===== config.mk =====
export PLATFORM = sky130hd
export DESIGN_NAME = mem_access_ctrl
export DESIGN_NICKNAME = d
export VERILOG_FILES = /design/src/rtl/mem_access_ctrl.sv
export SDC_FILE = /design/constraint.sdc
export NUM_CORES = 1
export LEC_CHECK = 0
export ABC_AREA = 1
export CORE_UTILIZATION = 43
export CTS_BUF_LIST = sky130_fd_sc_hd__clkbuf_8 sky130_fd_sc_hd__clkbuf_16
export DETAILED_ROUTE_END_ITERATION = 6
export GPL_TIMING_DRIVEN = 1
export PLACE_DENSITY = 0.87
export SLEW_MARGIN = 20
export SYNTH_ARGS = -nofsm -noshare
export SYNTH_HDL_FRONTEND = slang
export SYNTH_SLANG_ARGS = --single-unit

===== constraint.sdc =====
create_clock -name clk -period 4.79 [get_ports clk]
set_clock_uncertainty 0.15 [all_clocks]
set_input_delay 0.479 -clock clk [delete_from_list [all_inputs] [get_ports clk]]
set_output_delay 0.479 -clock clk [all_outputs]
set_load 0.02 [all_outputs]

===== src/rtl/mem_access_ctrl.sv =====
// mem_access_ctrl: MEM-stage data-memory access controller.
// Turns a registered load/store request into a req/ack bus handshake and stalls the pipeline until it completes.
module mem_access_ctrl #(
  parameter int AW      = 32,
  parameter int DW      = 32,
  parameter int TIMEOUT = 15
) (
  input  logic          clk,
  input  logic          rst,
  input  logic          memwr,
  input  logic          memrd,
  input  logic [AW-1:0] addr,
  input  logic [DW-1:0] wdata,
  output logic          bus_req,
  output logic          bus_we,
  output logic [AW-1:0] bus_addr,
  output logic [DW-1:0] bus_wdata,
  input  logic          bus_ack,
  input  logic [DW-1:0] bus_rdata,
  output logic          stall,
  output logic [DW-1:0] rdata,
  output logic          rdata_valid,
  output logic          bus_err
);

  localparam int CW = $clog2(TIMEOUT + 1);
  localparam logic [CW-1:0] CNT_LAST = CW'(TIMEOUT - 1);
  localparam logic [CW-1:0] CNT_MAX  = {CW{1'b1}};

  typedef enum logic {IDLE, BUSY} state_t;

  state_t        state;
  logic [CW-1:0] count;
  logic          req;
  logic          aligned;
  logic          last;

  assign req     = memrd | memwr;
  assign aligned = (addr[1:0] == 2'b00);
  assign last    = (count == CNT_LAST);

  // Stall drops in the final BUSY cycle (ack or timeout) so the instruction reaches WB with its result.
  assign stall = ((state == IDLE) & req & aligned) |
                 ((state == BUSY) & ~bus_ack & ~last);

  always_ff @(posedge clk or posedge rst) begin
    if (rst) begin
      state       <= IDLE;
      count       <= '0;
      bus_req     <= 1'b0;
      bus_we      <= 1'b0;
      bus_addr    <= '0;
      bus_wdata   <= '0;
      rdata       <= '0;
      rdata_valid <= 1'b0;
      bus_err     <= 1'b0;
    end else begin
      rdata_valid <= 1'b0;
      bus_err     <= 1'b0;
      case (state)
        IDLE: begin
          if (req) begin
            if (aligned) begin
              bus_addr  <= addr;
              bus_wdata <= wdata;
              bus_we    <= memwr;
              bus_req   <= 1'b1;
              count     <= '0;
              state     <= BUSY;
            end else begin
              bus_err <= 1'b1;
            end
          end
        end
        BUSY: begin
          if (bus_ack) begin
            bus_req <= 1'b0;
            state   <= IDLE;
            if (!bus_we) begin
              rdata       <= bus_rdata;
              rdata_valid <= 1'b1;
            end
          end else if (last) begin
            bus_req <= 1'b0;
            bus_err <= 1'b1;
            state   <= IDLE;
          end else if (count != CNT_MAX) begin
            count <= count + 1'b1;
          end
        end
        default: state <= IDLE;
      endcase
    end
  end

endmodule

==> reports/results.md, run 1 <==
Floorplanning
• 100.7 um — Die Y-Extent
• 0.4490 — initial core utilization
• 10140 um2 — Die Area
• 35 — Placement Rows
• 202 — Boundary Pins
• 100.7 um — die boundary width
• 9328 um2 — CORE AREA

Setup path
• register — type of origin of the critical path
• count[0] — launch point of the critical path
• 5 — Worst Reg-to-Reg Cells
• output port — critical path endpoint category
• sky130_fd_sc_hd__clkdlybuf4s50_1 — slowest stage cell on the critical path
• 5 — Crit Path Max Fanout
• rdata[15] — destination of the worst register-to-register timing path
• state — FF-to-FF Start
• 0.63 ns — Max stage delay on crit path
• sky130_fd_sc_hd__nand2_1 — cell seen most often among critical-path stages
• 4.16 ns — CP Data Required Time
• 2.05 ns — arrival time at the worst endpoint
• reg2out — Worst Path Class, Setup
• 2.65 ns — Worst R2R Setup Slack
• inv_1 -> ha_1 -> nand3_1 -> nand2_1 -> nand2_1 -> clkdlybuf4s50_1 — ordered list of cells on the worst path

GRT
• 3556 — vias in the first global route
• 16.66 mm — wire length of the first global-routing pass
• 0 — Congestion Overflow GR
• 0 — antenna violations before repair
• 0.2101 — Tot GR Track Use
• 132 — maximum number of pins on one net before global-route repair

Pwr
• 427.8 nW/um2 — power density over cell area
• 3.217 nW — standby leakage power
• 0.2109 mV — Max IR drop VDD
• 2.757 mW — final total power

Final layout
• 6445 um2 — design area
• 0.03566 — fraction of layout cells with a size suffix above 1
• 0.6909 — utilization after layout
• 718 — fill cell count
• 1167 um2 — combined area of the multi-input logic cells
• 802 — number of standard cells in the final layout excluding fillers
• 53.90% — Syn-to-layout area delta
• 771 — nets@finish
• 2628 um2 — sequential cell area
• 0 — total inserted antenna cells

Placed design
• 201 — # port buffers
• 786 — number of cells in the design after placement
• 7.817 mm — sum of net half-perimeters after detailed placement
• 0.7737 — final weighted congestion in routability-driven placement
• 6264 um2 — placed cell areas

STA
• 0.4442 — worst slew margin relative to its limit
• 0 ns — Setup Total Neg Slack
• 373.7 MHz — Max Freq
• 0.8337 ns — actual transition at the worst max-transition pin
• no — unrepaired setup endpoints after global routing
• 0 — final max-slew violation count
• 0.5586 — ratio of final minimum period to clock period
• 0 — number of setup violations in the final report
• 2.676 ns — shortest clock period the worst path allows after layout
• 0 — Final Hold Violating Endpoints

Routing
• 13.16 um — final routed wire length divided by cell count
• 4 — Initial DRT Pass Iterations
• 790 um — met3 wirelength from detailed routing
• 4.574 — via/cell ratio
• 10.55 mm — WL final
• 0 — residual antenna-violating net count after detailed routing
• 5.219 mm — routed length on met2
• 0 — DRC violation count after routing
• met4 — Highest Signal Layer
• 4.443 mm — post-route met1 wirelength
• 134 — DR iter-0 viols
• 3668 — total via count in the routed design

Worst hold path
• 2 — number of instances on the worst hold path
• rdata[3] — Min-Delay Endpoint
• rdata[3] — source of the worst hold timing path
• reg2reg — path class of the lowest-slack min-delay path

Clock network
• 0 — Post-CTS Hold Fix Bufs
• 0 — total setup buffers inserted after CTS
• 9 — number of buffers created by CTS
• sky130_fd_sc_hd__clkbuf_8 — CTS Root Buffer Type
• 105 — clock net sink count
• 0.10 ns — clock transition at the registers of the reported paths
• 0 — post-cts gate resize count
• yes — TritonCTS clock tree
• 3 — CTS HTree Levels
• 2 — Bufs on Longest Clock Path
• 0.35 ns — Clk Latency, worst-skew pair

Flow run
• 0 — max-capacitance violation count

Logic synthesis
• 4188 um2 — Cell Area, Synth
• sky130_fd_sc_hd__dfrtp_1 63%, sky130_fd_sc_hd__nand2_1 16%, sky130_fd_sc_hd__inv_1 6.5% — Synth area leaders
• 474 — cell count after synthesis
• sky130_fd_sc_hd__dfrtp_1 — largest area contributor in the synthesized netlist
• 17 — post-synthesis cell type count
• 105 — number of register bits inferred by synthesis
• 0.6274 — share of synthesized area occupied by flip-flops and latches
• sky130_fd_sc_hd__nand2_1 — most used standard cell by instance count after synthesis
• 8.835 um2 — average instance area after synthesis
• 1.000 — ys async rst share
• sky130_fd_sc_hd__dfrtp_1 — Post-synth top flop
• 577 — post-synthesis net count
• 0 — number of synthesized flops with an enable pin
• 0 — Synth warnings
• 0.6274 — fraction of synthesized cell area taken by the top area cell type
• 184 x sky130_fd_sc_hd__nand2_1, 105 x sky130_fd_sc_hd__dfrtp_1, 72 x sky130_fd_sc_hd__inv_1, 42 x sky130_fd_sc_hd__o21ai_0, 25 x sky130_fd_sc_hd__o21ai_1 — top cells by instance count after synthesis

Outcome
• complete, no violations — result of the run

area by class of cell:
class | instances | share of cell area
clock inverter | 7 | 0.008348
sequential | 105 | 0.4077
timing repair buffer | 203 | 0.3151
tap | 129 | 0.02504
clock buffer | 9 | 0.01922
multi-input combinational | 275 | 0.1811
inverter | 74 | 0.04349
per-stage QoR:
step           setup WS, ns  hold slack, ns
3_5_place_dp          2.077          0.3071
5_1_grt               2.027          0.3500
2_1_floorplan         1.400          0.3429
4_1_cts               2.105          0.3316
3_3_place_gp          2.180          0.3047
6_report              2.114          0.3280
flip-flops by register name, indices dropped and copies added, names as in the netlist:
register / count
bus_we: 1
bus_wdata: 32
count: 4
state: 1
rdata: 32
bus_addr: 32
bus_req: 1
bus_err: 1
rdata_valid: 1
metal layers:
layer,global-route usage,vias up
li1,-,1812
met1,0.2510,1699
met2,0.3751,148
met3,0.05409,9
met4,0.05797,0
met5,0,-
cells in the final DEF (no fill, tap or decap):
master / count
sky130_fd_sc_hd__inv_4: 1
sky130_fd_sc_hd__inv_2: 2
sky130_fd_sc_hd__clkbuf_8: 9
sky130_fd_sc_hd__nor2_1: 12
sky130_fd_sc_hd__nor2_4: 1
sky130_fd_sc_hd__clkinvlp_4: 2
sky130_fd_sc_hd__buf_6: 1
sky130_fd_sc_hd__o21ai_1: 25
sky130_fd_sc_hd__dfrtp_1: 105
sky130_fd_sc_hd__inv_1: 71
sky130_fd_sc_hd__clkdlybuf4s50_1: 201
sky130_fd_sc_hd__buf_4: 1
sky130_fd_sc_hd__o21ai_0: 42
sky130_fd_sc_hd__inv_6: 2
sky130_fd_sc_hd__nand2_2: 1
sky130_fd_sc_hd__o22ai_1: 1
sky130_fd_sc_hd__inv_8: 1
sky130_fd_sc_hd__nand2_1: 184
sky130_fd_sc_hd__ha_1: 2
sky130_fd_sc_hd__clkinv_2: 2
sky130_fd_sc_hd__nand3_4: 1
sky130_fd_sc_hd__nand3_1: 6
critical path, delay by kind of cell (launching register included):
kind	cells	cell delay, ns
buf+inv	2	0.70
flops	1	0.45
simple gates	3	0.31
fa+ha+maj	1	0.23
worst max path at each step:
stage                     slack (ns)           to
after global routing            2.03        stall
final                           2.11        stall
after CTS                       2.10        stall
after floorplan                 1.40  bus_addr[0]
after detailed placement        2.08     count[1]
after global placement          2.18     count[3]
cell families (layout without fill, tap and decap cells):
kind of cell / after synthesis / after routing / share of synthesized area
simple gates: 205 / 205 / 0.1894
flops: 105 / 105 / 0.6274
compound gates: 68 / 68 / 0.08157
buf+inv: 94 / 293 / 0.09561
fa+ha+maj: 2 / 2 / 0.005975
power breakdown:
group,switching (mW),internal (mW)
logic,0.532,0.505
registers,0.118,1.09
clock network,0.314,0.195
Note: power is estimated with default switching activity, not from simulation.
==> run 2: changes to the inputs <==
--- a/config.mk
+++ b/config.mk
@@ -6,11 +6,11 @@
 export NUM_CORES = 1
 export LEC_CHECK = 0
 export ABC_AREA = 1
-export CORE_UTILIZATION = 43
+export CORE_UTILIZATION = 37
 export CTS_BUF_LIST = sky130_fd_sc_hd__clkbuf_8 sky130_fd_sc_hd__clkbuf_16
 export DETAILED_ROUTE_END_ITERATION = 6
 export GPL_TIMING_DRIVEN = 1
-export PLACE_DENSITY = 0.87
+export PLACE_DENSITY = 0.8
 export SLEW_MARGIN = 20
 export SYNTH_ARGS = -nofsm -noshare
 export SYNTH_HDL_FRONTEND = slang
==> constraint.sdc (replaced) <==
create_clock -name clk -period 2.4 [get_ports clk]
set_clock_uncertainty 0.15 [all_clocks]
set_input_delay 0.24 -clock clk [delete_from_list [all_inputs] [get_ports clk]]
set_output_delay 0.24 -clock clk [all_outputs]
set_load 0.02 [all_outputs]
==> reports/results.md, run 2 (synthesis gave the netlist of run 1 again) <==
STA
• 0.5085 ns — actual transition at the worst max-transition pin
• 0 — Final Hold Violating Endpoints
• 1.905 ns — shortest clock period the worst path allows after layout
• 0 — final max-slew violation count
• 0.7937 — ratio of final minimum period to clock period
• 0 ns — Setup Total Neg Slack
• no — unrepaired setup endpoints after global routing
• 0 — number of setup violations in the final report
• 0.6605 — worst slew margin relative to its limit
• 524.9 MHz — Max Freq

GRT
• 16.57 mm — wire length of the first global-routing pass
• 0 — Congestion Overflow GR
• 0.1819 — Tot GR Track Use
• met2 — most utilized layer in the global route result
• 0.05606 — GR Layer Usage met3
• 132 — maximum number of pins on one net before global-route repair
• 0.2213 — met1 track demand over resource
• 0 — antenna violations before repair
• 0.3016 — global routing met2 resource utilization
• 3637 — vias in the first global route

Placed design
• 201 — # port buffers
• 0.7798 — final weighted congestion in routability-driven placement
• 7.378 mm — sum of net half-perimeters after detailed placement

Clock network
• 0.06 ns — clock transition at the registers of the reported paths
• 0 — total setup buffers inserted after CTS
• 0 — post-cts gate resize count
• 105 — clock net sink count
• 9 — number of buffers created by CTS
• 0 — Post-CTS Hold Fix Bufs
• yes — TritonCTS clock tree
• 3 — CTS HTree Levels
• 2 — Bufs on Longest Clock Path
• sky130_fd_sc_hd__clkbuf_16 — CTS Root Buffer Type
• 0.34 ns — Clk Latency, worst-skew pair

Routing
• 0 — residual antenna-violating net count after detailed routing
• 0 — DRC violation count after routing
• 4 — Initial DRT Pass Iterations
• 12.33 um — final routed wire length divided by cell count
• 3598 — total via count in the routed design
• 10.03 mm — WL final
• 180 — DR iter-0 viols
• 4.420 — via/cell ratio

Floorplanning
• 38 — Placement Rows
• 0.3830 — initial core utilization
• 202 — Boundary Pins
• 10940 um2 — CORE AREA
• 11750 um2 — Die Area
• 108.4 um — die boundary width
• 108.4 um — Die Y-Extent

Final layout
• bus_addr: 32 flops, bus_wdata: 32 flops, rdata: 32 flops — biggest registers after layout
• 0 — total inserted antenna cells
• 59.10% — Syn-to-layout area delta
• sky130_fd_sc_hd__clkdlybuf4s50_1 — most common cell after layout, fill and taps aside
• 773 — nets@finish
• 0.6093 — utilization after layout
• 0.03709 — fraction of layout cells with a size suffix above 1
• 200 x sky130_fd_sc_hd__clkdlybuf4s50_1, 184 x sky130_fd_sc_hd__nand2_1, 105 x sky130_fd_sc_hd__dfrtp_1 — top library cells by usage in the layout, fill and taps aside

Setup path
• 1.51 ns — arrival time at the worst endpoint
• output port — critical path endpoint category
• reg2out — Worst Path Class, Setup
• 5 — Crit Path Max Fanout
• register — type of origin of the critical path
• 2.01 ns — CP Data Required Time

Pwr
• 0.4305 mV — Max IR drop VDD
• 3.320 nW — standby leakage power
• 909.8 nW/um2 — power density over cell area

Outcome
• complete, no violations — result of the run

Worst hold path
• in2async — path class of the lowest-slack min-delay path

Flow run
• 0 — max-capacitance violation count

==> run 2: changes by cell type in the layout (fill, tap and decap cells not counted), sizes merged <==
cell           change
inv                -4
clkinv             -1
dlymetal6s2s       +1
clkdlybuf4s50      -1
buf                +2
clkbuf             +2
bufinv             +2
==> run 2: through the flow <==
stage               instance area, um2  hold WS, ns  setup slack [ns]  instances  power [mW]
global placement                  6331       0.3025            0.2781        799       4.481
CTS                               6660      0.03897           0.09293        814       6.141
global route                      6663      0.05749            0.3823        814       6.424
finish                            6663      0.04728            0.4950        814       6.061
floorplan                         4192       0.2066            0.7505        474       3.381
detailed placement                6331       0.3116            0.2565        799       4.541
==> run 2: layer usage <==
layer	vias to the layer above	share of wire	wire length, um
met3	19	0.073	735
li1	1813	-	-
met4	0	0.020	196
met5	-	0	0
met1	1629	0.43	4350
met2	137	0.47	4751
==> run 2: worst max-delay path, cell delays in order, from the launching register on <==
cell and delay (ns):
sky130_fd_sc_hd__dfrtp_1 0.41, sky130_fd_sc_hd__inv_1 0.06, sky130_fd_sc_hd__ha_1 0.21, sky130_fd_sc_hd__nand3_1 0.11, sky130_fd_sc_hd__nand2_1 0.07, sky130_fd_sc_hd__nand2_1 0.08, sky130_fd_sc_hd__dlymetal6s2s_1 0.24
==> run 2: cell type report <==
cell class	count	area [um2]
Timing Repair Buffer	205	2082
Fill cell	919	4273
Inverter	74	281.5
Clock buffer	11	252.7
Multi-Input combinational cell	275	1167
Tap cell	140	175.2
Sequential cell	105	2628
Clock inverter	4	76.32
==> run 2: final timing paths <==
kind	startpoint	to	slack, ns	cells after the start
max	count[0]	stall	0.50	6
min	rst	rdata[22]	0.05	2
max reg2reg	state	count[1]	0.73	7
min reg2reg	rdata[4]	rdata[4]	0.32	2
max in group asynchronous	rst	bus_wdata[18]	1.54	3
min in group clk	addr[20]	bus_addr[20]	0.29	3
==> run 2: report_power, final <==
part,internal (mW),switching [mW],leakage [nW],total [mW]
clock,0.966,0.600,0.158,1.57
combinational,1.02,1.05,1.84,2.06
sequential,2.19,0.245,1.32,2.43
